**src/rtl/alu_cmd_sequencer_pkg.sv**
```systemverilog
// Shared definitions for the UART-to-ALU command sequencer: opcodes, FSM
// state encoding, framing constants and CMD byte field layout.
package alu_cmd_sequencer_pkg;

  localparam logic [1:0] OP_ADD = 2'd0;
  localparam logic [1:0] OP_SUB = 2'd1;
  localparam logic [1:0] OP_MUL = 2'd2;
  localparam logic [1:0] OP_DIV = 2'd3;

  typedef enum logic [2:0] {
    IDLE,
    GET_CMD,
    GET_CHK,
    ISSUE,
    WAIT_ACK,
    SEND_ERR,
    SEND
  } state_t;

  localparam logic [7:0] DEF_SYNC_BYTE = 8'hA5;
  localparam logic [7:0] DEF_ERR_BYTE  = 8'hEE;

  localparam int CMD_OPC_LSB = 6;
  localparam int CMD_OP1_LSB = 3;
  localparam int CMD_OP2_LSB = 0;
  localparam int OPC_W       = 2;
  localparam int OPND_W      = 3;

  function automatic logic chk_ok(input logic [7:0] cmd, input logic [7:0] chk);
    return chk == ~cmd;
  endfunction

  // Counter width able to hold (max timeout - 1), the largest value ever loaded.
  function automatic int unsigned tmr_width(input int unsigned a, input int unsigned b);
    int unsigned m;
    m = (a > b) ? a : b;
    return (m <= 2) ? 1 : $clog2(m);
  endfunction

endpackage

```
**src/rtl/alu_cmd_sequencer_if.sv**
```systemverilog
// Bundle of the RX, ALU command/response and TX handshake signals seen by the
// sequencer; master is the sequencer side, slave is its environment.
interface alu_cmd_sequencer_if;
  logic       rx_valid;
  logic [7:0] rx_data;
  logic       alu_cmd_valid;
  logic [1:0] alu_opcode;
  logic [2:0] alu_op1;
  logic [2:0] alu_op2;
  logic       alu_cmd_ack;
  logic [7:0] alu_result;
  logic       tx_valid;
  logic [7:0] tx_data;
  logic       tx_ready;
  logic       busy;
  logic       frame_err;
  logic [7:0] err_count;

  modport master (
    input  rx_valid, rx_data, alu_cmd_ack, alu_result, tx_ready,
    output alu_cmd_valid, alu_opcode, alu_op1, alu_op2,
           tx_valid, tx_data, busy, frame_err, err_count
  );

  modport slave (
    output rx_valid, rx_data, alu_cmd_ack, alu_result, tx_ready,
    input  alu_cmd_valid, alu_opcode, alu_op1, alu_op2,
           tx_valid, tx_data, busy, frame_err, err_count
  );
endinterface

```
**src/rtl/alu_cmd_sequencer_seq_timeout_timer.sv**
```systemverilog
// Loadable down-counter shared by the inter-byte and ALU-ack timeouts.
// Expire is high while the count sits at zero.
module seq_timeout_timer #(
  parameter int unsigned W = 8
) (
  input  logic         clk,
  input  logic         reset,
  input  logic         i_load,
  input  logic [W-1:0] i_load_val,
  output logic         o_expire
);

  logic [W-1:0] r_cnt;

  always_ff @(posedge clk) begin
    if (!reset) begin
      r_cnt <= '0;
    end else if (i_load) begin
      r_cnt <= i_load_val;
    end else if (r_cnt != '0) begin
      r_cnt <= r_cnt - 1'b1;
    end
  end

  assign o_expire = (r_cnt == '0);

endmodule

```
**src/rtl/alu_cmd_sequencer.sv**
```systemverilog
// Frames SYNC/CMD/CHK bytes from the UART into ALU commands and returns one
// response byte (ALU result or error byte) per frame to the UART transmitter.
module alu_cmd_sequencer
  import alu_cmd_sequencer_pkg::*;
#(
  parameter int unsigned BYTE_TIMEOUT = 100000,
  parameter int unsigned ACK_TIMEOUT  = 16,
  parameter logic [7:0]  SYNC_BYTE    = DEF_SYNC_BYTE,
  parameter logic [7:0]  ERR_BYTE     = DEF_ERR_BYTE
) (
  input  logic               clk,
  input  logic               reset,
  alu_cmd_sequencer_if.master bus
);

  localparam int unsigned   TMR_W     = tmr_width(BYTE_TIMEOUT, ACK_TIMEOUT);
  localparam logic [TMR_W-1:0] BYTE_LOAD = TMR_W'(BYTE_TIMEOUT - 1);
  localparam logic [TMR_W-1:0] ACK_LOAD  = TMR_W'(ACK_TIMEOUT - 1);

  function automatic logic [7:0] sat_inc(input logic [7:0] v);
    return (v == 8'hFF) ? v : v + 8'd1;
  endfunction

  state_t             r_state;
  state_t             w_next;
  logic [7:0]         r_cmd;
  logic [7:0]         r_tx_data;
  logic [7:0]         r_err_count;
  logic [OPC_W-1:0]   r_opcode;
  logic [OPND_W-1:0]  r_op1;
  logic [OPND_W-1:0]  r_op2;
  logic               w_tmr_load;
  logic [TMR_W-1:0]   w_tmr_val;
  logic               w_expire;

  seq_timeout_timer #(.W(TMR_W)) u_timer (
    .clk        (clk),
    .reset      (reset),
    .i_load     (w_tmr_load),
    .i_load_val (w_tmr_val),
    .o_expire   (w_expire)
  );

  always_ff @(posedge clk) begin
    if (!reset) r_state <= IDLE;
    else        r_state <= w_next;
  end

  // Timer reloads on every entry to a timed state; a byte or ack beats expiry.
  always_comb begin
    w_next     = r_state;
    w_tmr_load = 1'b0;
    w_tmr_val  = BYTE_LOAD;
    case (r_state)
      IDLE: begin
        if (bus.rx_valid && bus.rx_data == SYNC_BYTE) begin
          w_next     = GET_CMD;
          w_tmr_load = 1'b1;
        end
      end
      GET_CMD: begin
        if (bus.rx_valid) begin
          w_next     = GET_CHK;
          w_tmr_load = 1'b1;
        end else if (w_expire) begin
          w_next = SEND_ERR;
        end
      end
      GET_CHK: begin
        if (bus.rx_valid)  w_next = chk_ok(r_cmd, bus.rx_data) ? ISSUE : SEND_ERR;
        else if (w_expire) w_next = SEND_ERR;
      end
      ISSUE: begin
        w_next     = WAIT_ACK;
        w_tmr_load = 1'b1;
        w_tmr_val  = ACK_LOAD;
      end
      WAIT_ACK: begin
        if (bus.alu_cmd_ack) w_next = SEND;
        else if (w_expire)   w_next = SEND_ERR;
      end
      SEND_ERR: w_next = SEND;
      SEND:     if (bus.tx_ready) w_next = IDLE;
      default:  w_next = IDLE;
    endcase
  end

  always_ff @(posedge clk) begin
    if (!reset) begin
      r_cmd       <= '0;
      r_tx_data   <= '0;
      r_err_count <= '0;
      r_opcode    <= '0;
      r_op1       <= '0;
      r_op2       <= '0;
    end else begin
      if (r_state == GET_CMD && bus.rx_valid) r_cmd <= bus.rx_data;
      if (r_state == GET_CHK && w_next == ISSUE) begin
        r_opcode <= r_cmd[CMD_OPC_LSB +: OPC_W];
        r_op1    <= r_cmd[CMD_OP1_LSB +: OPND_W];
        r_op2    <= r_cmd[CMD_OP2_LSB +: OPND_W];
      end
      if (r_state == WAIT_ACK && bus.alu_cmd_ack) r_tx_data <= bus.alu_result;
      if (r_state == SEND_ERR) begin
        r_tx_data   <= ERR_BYTE;
        r_err_count <= sat_inc(r_err_count);
      end
    end
  end

  assign bus.alu_cmd_valid = (r_state == ISSUE);
  assign bus.alu_opcode    = r_opcode;
  assign bus.alu_op1       = r_op1;
  assign bus.alu_op2       = r_op2;
  assign bus.tx_valid      = (r_state == SEND);
  assign bus.tx_data       = r_tx_data;
  assign bus.busy          = (r_state != IDLE);
  assign bus.frame_err     = (r_state == SEND_ERR);
  assign bus.err_count     = r_err_count;

endmodule

```
**src/flat_wrapper.sv**
```systemverilog
// flat-port wrapper written by rule: the top's interface ports become plain ports
module alu_cmd_sequencer_flat import alu_cmd_sequencer_pkg::*;
#(
  parameter int unsigned BYTE_TIMEOUT = 100000,
  parameter int unsigned ACK_TIMEOUT  = 16,
  parameter logic [7:0]  SYNC_BYTE    = DEF_SYNC_BYTE,
  parameter logic [7:0]  ERR_BYTE     = DEF_ERR_BYTE
)
  (clk, reset, bus_rx_valid, bus_rx_data, bus_alu_cmd_ack, bus_alu_result, bus_tx_ready, bus_alu_cmd_valid, bus_alu_opcode, bus_alu_op1, bus_alu_op2, bus_tx_valid, bus_tx_data, bus_busy, bus_frame_err, bus_err_count);
  alu_cmd_sequencer_if bus_i ();
  input  logic clk;
  input  logic reset;
  input wire logic [$bits(bus_i.rx_valid)-1:0] bus_rx_valid;
  input wire logic [$bits(bus_i.rx_data)-1:0] bus_rx_data;
  input wire logic [$bits(bus_i.alu_cmd_ack)-1:0] bus_alu_cmd_ack;
  input wire logic [$bits(bus_i.alu_result)-1:0] bus_alu_result;
  input wire logic [$bits(bus_i.tx_ready)-1:0] bus_tx_ready;
  output wire logic [$bits(bus_i.alu_cmd_valid)-1:0] bus_alu_cmd_valid;
  output wire logic [$bits(bus_i.alu_opcode)-1:0] bus_alu_opcode;
  output wire logic [$bits(bus_i.alu_op1)-1:0] bus_alu_op1;
  output wire logic [$bits(bus_i.alu_op2)-1:0] bus_alu_op2;
  output wire logic [$bits(bus_i.tx_valid)-1:0] bus_tx_valid;
  output wire logic [$bits(bus_i.tx_data)-1:0] bus_tx_data;
  output wire logic [$bits(bus_i.busy)-1:0] bus_busy;
  output wire logic [$bits(bus_i.frame_err)-1:0] bus_frame_err;
  output wire logic [$bits(bus_i.err_count)-1:0] bus_err_count;
  assign bus_i.rx_valid = bus_rx_valid;
  assign bus_i.rx_data = bus_rx_data;
  assign bus_i.alu_cmd_ack = bus_alu_cmd_ack;
  assign bus_i.alu_result = bus_alu_result;
  assign bus_i.tx_ready = bus_tx_ready;
  assign bus_alu_cmd_valid = bus_i.alu_cmd_valid;
  assign bus_alu_opcode = bus_i.alu_opcode;
  assign bus_alu_op1 = bus_i.alu_op1;
  assign bus_alu_op2 = bus_i.alu_op2;
  assign bus_tx_valid = bus_i.tx_valid;
  assign bus_tx_data = bus_i.tx_data;
  assign bus_busy = bus_i.busy;
  assign bus_frame_err = bus_i.frame_err;
  assign bus_err_count = bus_i.err_count;
  alu_cmd_sequencer #(.BYTE_TIMEOUT(BYTE_TIMEOUT), .ACK_TIMEOUT(ACK_TIMEOUT), .SYNC_BYTE(SYNC_BYTE), .ERR_BYTE(ERR_BYTE)) u_core (.clk(clk), .reset(reset), .bus(bus_i));
endmodule
```
**config.mk**
```make
export PLATFORM = sky130hd
export DESIGN_NAME = alu_cmd_sequencer_flat
export DESIGN_NICKNAME = d
export VERILOG_FILES = /design/src/rtl/alu_cmd_sequencer_pkg.sv /design/src/rtl/alu_cmd_sequencer_if.sv /design/src/rtl/alu_cmd_sequencer_seq_timeout_timer.sv /design/src/rtl/alu_cmd_sequencer.sv /design/src/flat_wrapper.sv
export SDC_FILE = /design/constraint.sdc
export NUM_CORES = 1
export LEC_CHECK = 0
export ABC_AREA = 1
export BUFFER_PORTS_ARGS = -buffer_cell sky130_fd_sc_hd__buf_4
export CAP_MARGIN = 20
export CORE_AREA = 2 2 78 80
export DETAILED_ROUTE_END_ITERATION = 6
export DIE_AREA = 0 0 80 82
export GPL_TIMING_DRIVEN = 1
export PLACE_DENSITY = 0.71
export REMOVE_ABC_BUFFERS = 1
export SLEW_MARGIN = 5
export SYNTH_ARGS = -nofsm -noshare
export SYNTH_HDL_FRONTEND = slang
export SYNTH_SLANG_ARGS = --single-unit
```
**constraint.sdc**
```tcl
create_clock -name clk -period 2.9 [get_ports clk]
set_input_delay 0 -clock clk [delete_from_list [all_inputs] [get_ports clk]]
set_output_delay 0 -clock clk [all_outputs]
set_load 0.05 [all_outputs]
```
==> results.md <==
- TritonCTS Buffers: 5
- Synth Cell Area: roughly 2800 um2
- Vias in the first global route: 2507
- FF+latch count, synth: 52
- Register clock-pin slew on the reported worst setup and hold paths: 0.09 ns
- Status: completed
- Nets: 500
- Seq/Total Area, Yosys: ~37%
- CP max stage cell: dfxtp_1
- Lkg Pwr: 0.00168 uW
- Avg Vias per Cell: 4.85
- Largest net degree at the start of global routing: 32
- Hold WC Path Type: in2reg
- RSZ-0062 raised after global routing: no
- Post-route setup TNS: 0 ns
- Die area: approximately 6600 um2
- CTS resizes: 0
- Worst vdd ir: 0.000328 V
- Most frequent cells after synthesis: 100 x nand2_1, 74 x nor2_1, 52 x dfxtp_1
- WL final: 6140 um
- Setup-failing EPs final: 0
- CP Launch Type: flop
- Starting density of the core: 48.3%
- Top-area cell type share of the netlist area: between 30% and 40%
- Area grow syn2layout: 23.5%
- Actual transition at the worst max-transition pin: 0.468 ns
- CTS H-tree depth: 2
- Fmax achieved: 0.522 GHz
- Antenna-violating nets left: 0
- TritonCTS clock tree: built
- Row cnt: 28
- CP Cell Sequence: inv_2 > nor2_4 > nand2_1 > nor2_2 > buf_4 > nor2_1 > nand2_1 > nand2_1 > o21ai_2 > nor2_1 > nor2_1
- Power per cell area: slightly below 700 nW/um2
- Synth unique cells: 33
- Final Max Slew Viols: 0
- Crit path DAT: 2.16 ns
- Clock tree buffer depth: 2
- Width of the die: about 80 um
- TritonRoute pass-1 iters: 4
- Synth Instances: between 400 and 500
- Overflow after GRT: 0
- Total track usage: between 10% and 20%
- First-pass GRT wire length: 10500 um
- FFs w/ async S/R, synth: 0%
- MaxCap Viol Count: 0
- Endpoints failing hold: 0
- Root buf cell: clkbuf_8
- GR Util met1: 24.4%
- Routability cong.: approximately 0.86
- Hold path cells: 4
- Routed wire per std cell: 11.1 um
- Minimum clock period: 1.92 ns
- DR iter-0 viols: 135
- Yosys top cell by area: dfxtp_1
- Dpl hpwl: ~4500 um
- CP required: between 3 and 4 ns
- Crit Path Max Fanout: 14
- Drc violations: 0
- Port bufs: between 40 and 50
- Worst-Skew Late Latency: roughly 0.30 ns
- Core footprint: 5750 um2
- Clk_skew: 0.00584 ns
- Die Height: 82 um
- Global route hottest layer: met2
- Max-slew headroom: around 69%
- Top-count cell post-synth: nand2_1
- Final Cycle Share: 66.1%
- Grt met3 use: about 4.3%
- Ant diodes: 0
- Routed via count: 2679
- Reg2reg path depth: 11
- Critical path type: reg2reg
- Initial antenna violation count: 0
- Syn_area_per_cell: about 6.7 um2
- Share of cells above drive strength 1: between 15 and 20%
- Crit path capture type: flop
- CTS sink count: 52
- Setup Buffers After CTS: 0
- Top_reg_cell synth: dfxtp_1
- Slowest stage delay, CP: 0.41 ns
- Post-synth EDFFs: 0
- I/O Pins: a little under 50
- Met2 usage: a little over a third
- Cts hold-fix bufs: 16
- Yosys warnings: 0
- Area contributors post-synth: dfxtp_1 37%, nand2_1 14%, nor2_1 10%, inv_1 6.2%, nand3_1 4.0%
- WHS: around 0.022 ns
[through the flow]
step	util [%]	power, uW	cells	worst slack (ns)	cell area, um2
after global placement	55.4	1900	528	1.12	3180
after CTS	59.7	2360	552	1.00	3430
after floorplan	-	1720	404	0.749	2720
final	59.7	2340	552	0.984	3430
after global routing	59.7	2560	552	0.767	3430
after detailed placement	55.4	1920	528	1.01	3180
[path summary, 6_finish.rpt]
| check | from | to | slack, ns |
|---|---|---|---|
| worst max-delay path | u_core.r_state[0]$_SDFF_PN0_ | u_core.u_timer.r_cnt[15]$_SDFFE_PN0P_ | 0.98 |
| worst min-delay path | bus_alu_cmd_ack | u_core.r_state[0]$_SDFF_PN0_ | 0.02 |
| worst max register to register | u_core.r_state[0]$_SDFF_PN0_ | u_core.u_timer.r_cnt[15]$_SDFFE_PN0P_ | 0.98 |
| worst min register to register | u_core.bus.tx_data[4]$_SDFFE_PP0P_ | u_core.bus.tx_data[4]$_SDFFE_PP0P_ | 0.47 |
[cell usage in the layout, fill, tap and decap left out, types with 2 or more instances in the layout]
| cell type | n |
|---|---|
| nor3b_1 | 4 |
| o21bai_1 | 2 |
| or2_2 | 2 |
| a31oi_1 | 2 |
| nor2_2 | 8 |
| nand2_2 | 3 |
| nor2_1 | 74 |
| a211oi_1 | 3 |
| dfxtp_1 | 52 |
| xnor2_1 | 6 |
| nand3b_1 | 4 |
| nand2_1 | 100 |
| nor3_1 | 7 |
| nand2_4 | 3 |
| nor4_1 | 3 |
| o21ai_0 | 16 |
| nand4_1 | 6 |
| inv_1 | 46 |
| ha_1 | 3 |
| a21oi_1 | 19 |
| inv_2 | 5 |
| dlygate4sd3_1 | 16 |
| clkbuf_1 | 2 |
| xor2_1 | 5 |
| nand3_1 | 22 |
| clkbuf_8 | 6 |
| buf_4 | 49 |
| nor2_4 | 3 |
| o21ai_2 | 2 |
[registers in the layout (all words and copies together) (netlist names)]
signal	cells
u_core.bus.err_count	8
u_core.bus.alu_op1	3
u_core.u_timer.r_cnt	17
u_core.bus.alu_op2	3
u_core.bus.alu_opcode	2
u_core.r_cmd	8
u_core.r_state	3
u_core.bus.tx_data	8
[power by group]
group,internal [uW],switching (uW)
sequential,822,92.6
combinational,401,608
clock,195,222
total,1420,923
[kinds of logic after synthesis]
| logic type | Yosys count | share of synthesized area (%) |
|---|---|---|
| XOR/XNOR | 11 | 3.47 |
| adder cells (fa/ha/maj) | 3 | 1.35 |
| AND/OR/NAND/NOR | 240 | 38.9 |
| buffers and inverters | 60 | 9.23 |
| AO/OA/AOI/OAI | 46 | 9.55 |
| flip-flops | 52 | 37.5 |
[final cells by class]
class / instances / area (um2)
multi-input combinational: 300 / 1480
timing repair buffer: 65 / 528
fill: 564 / 2310
tap: 75 / 93.8
sequential: 52 / 1040
clock buffer: 8 / 90.1
inverter: 52 / 198
[worst max-delay path, delay by kind of cell (launching register included)]
kind	cells	cell delay (ns)
flops	1	0.41
simple gates	8	1.03
buf+inv	2	0.28
compound gates	1	0.13
[metal layers]
metal / share of wire (%) / routed length (um)
met1: 45 / 2770
met2: 50 / 3060
met4: 0.70 / 43
met5: 0 / 0
met3: 4.2 / 260
No activity file was read; power rests on OpenSTA's default activity.
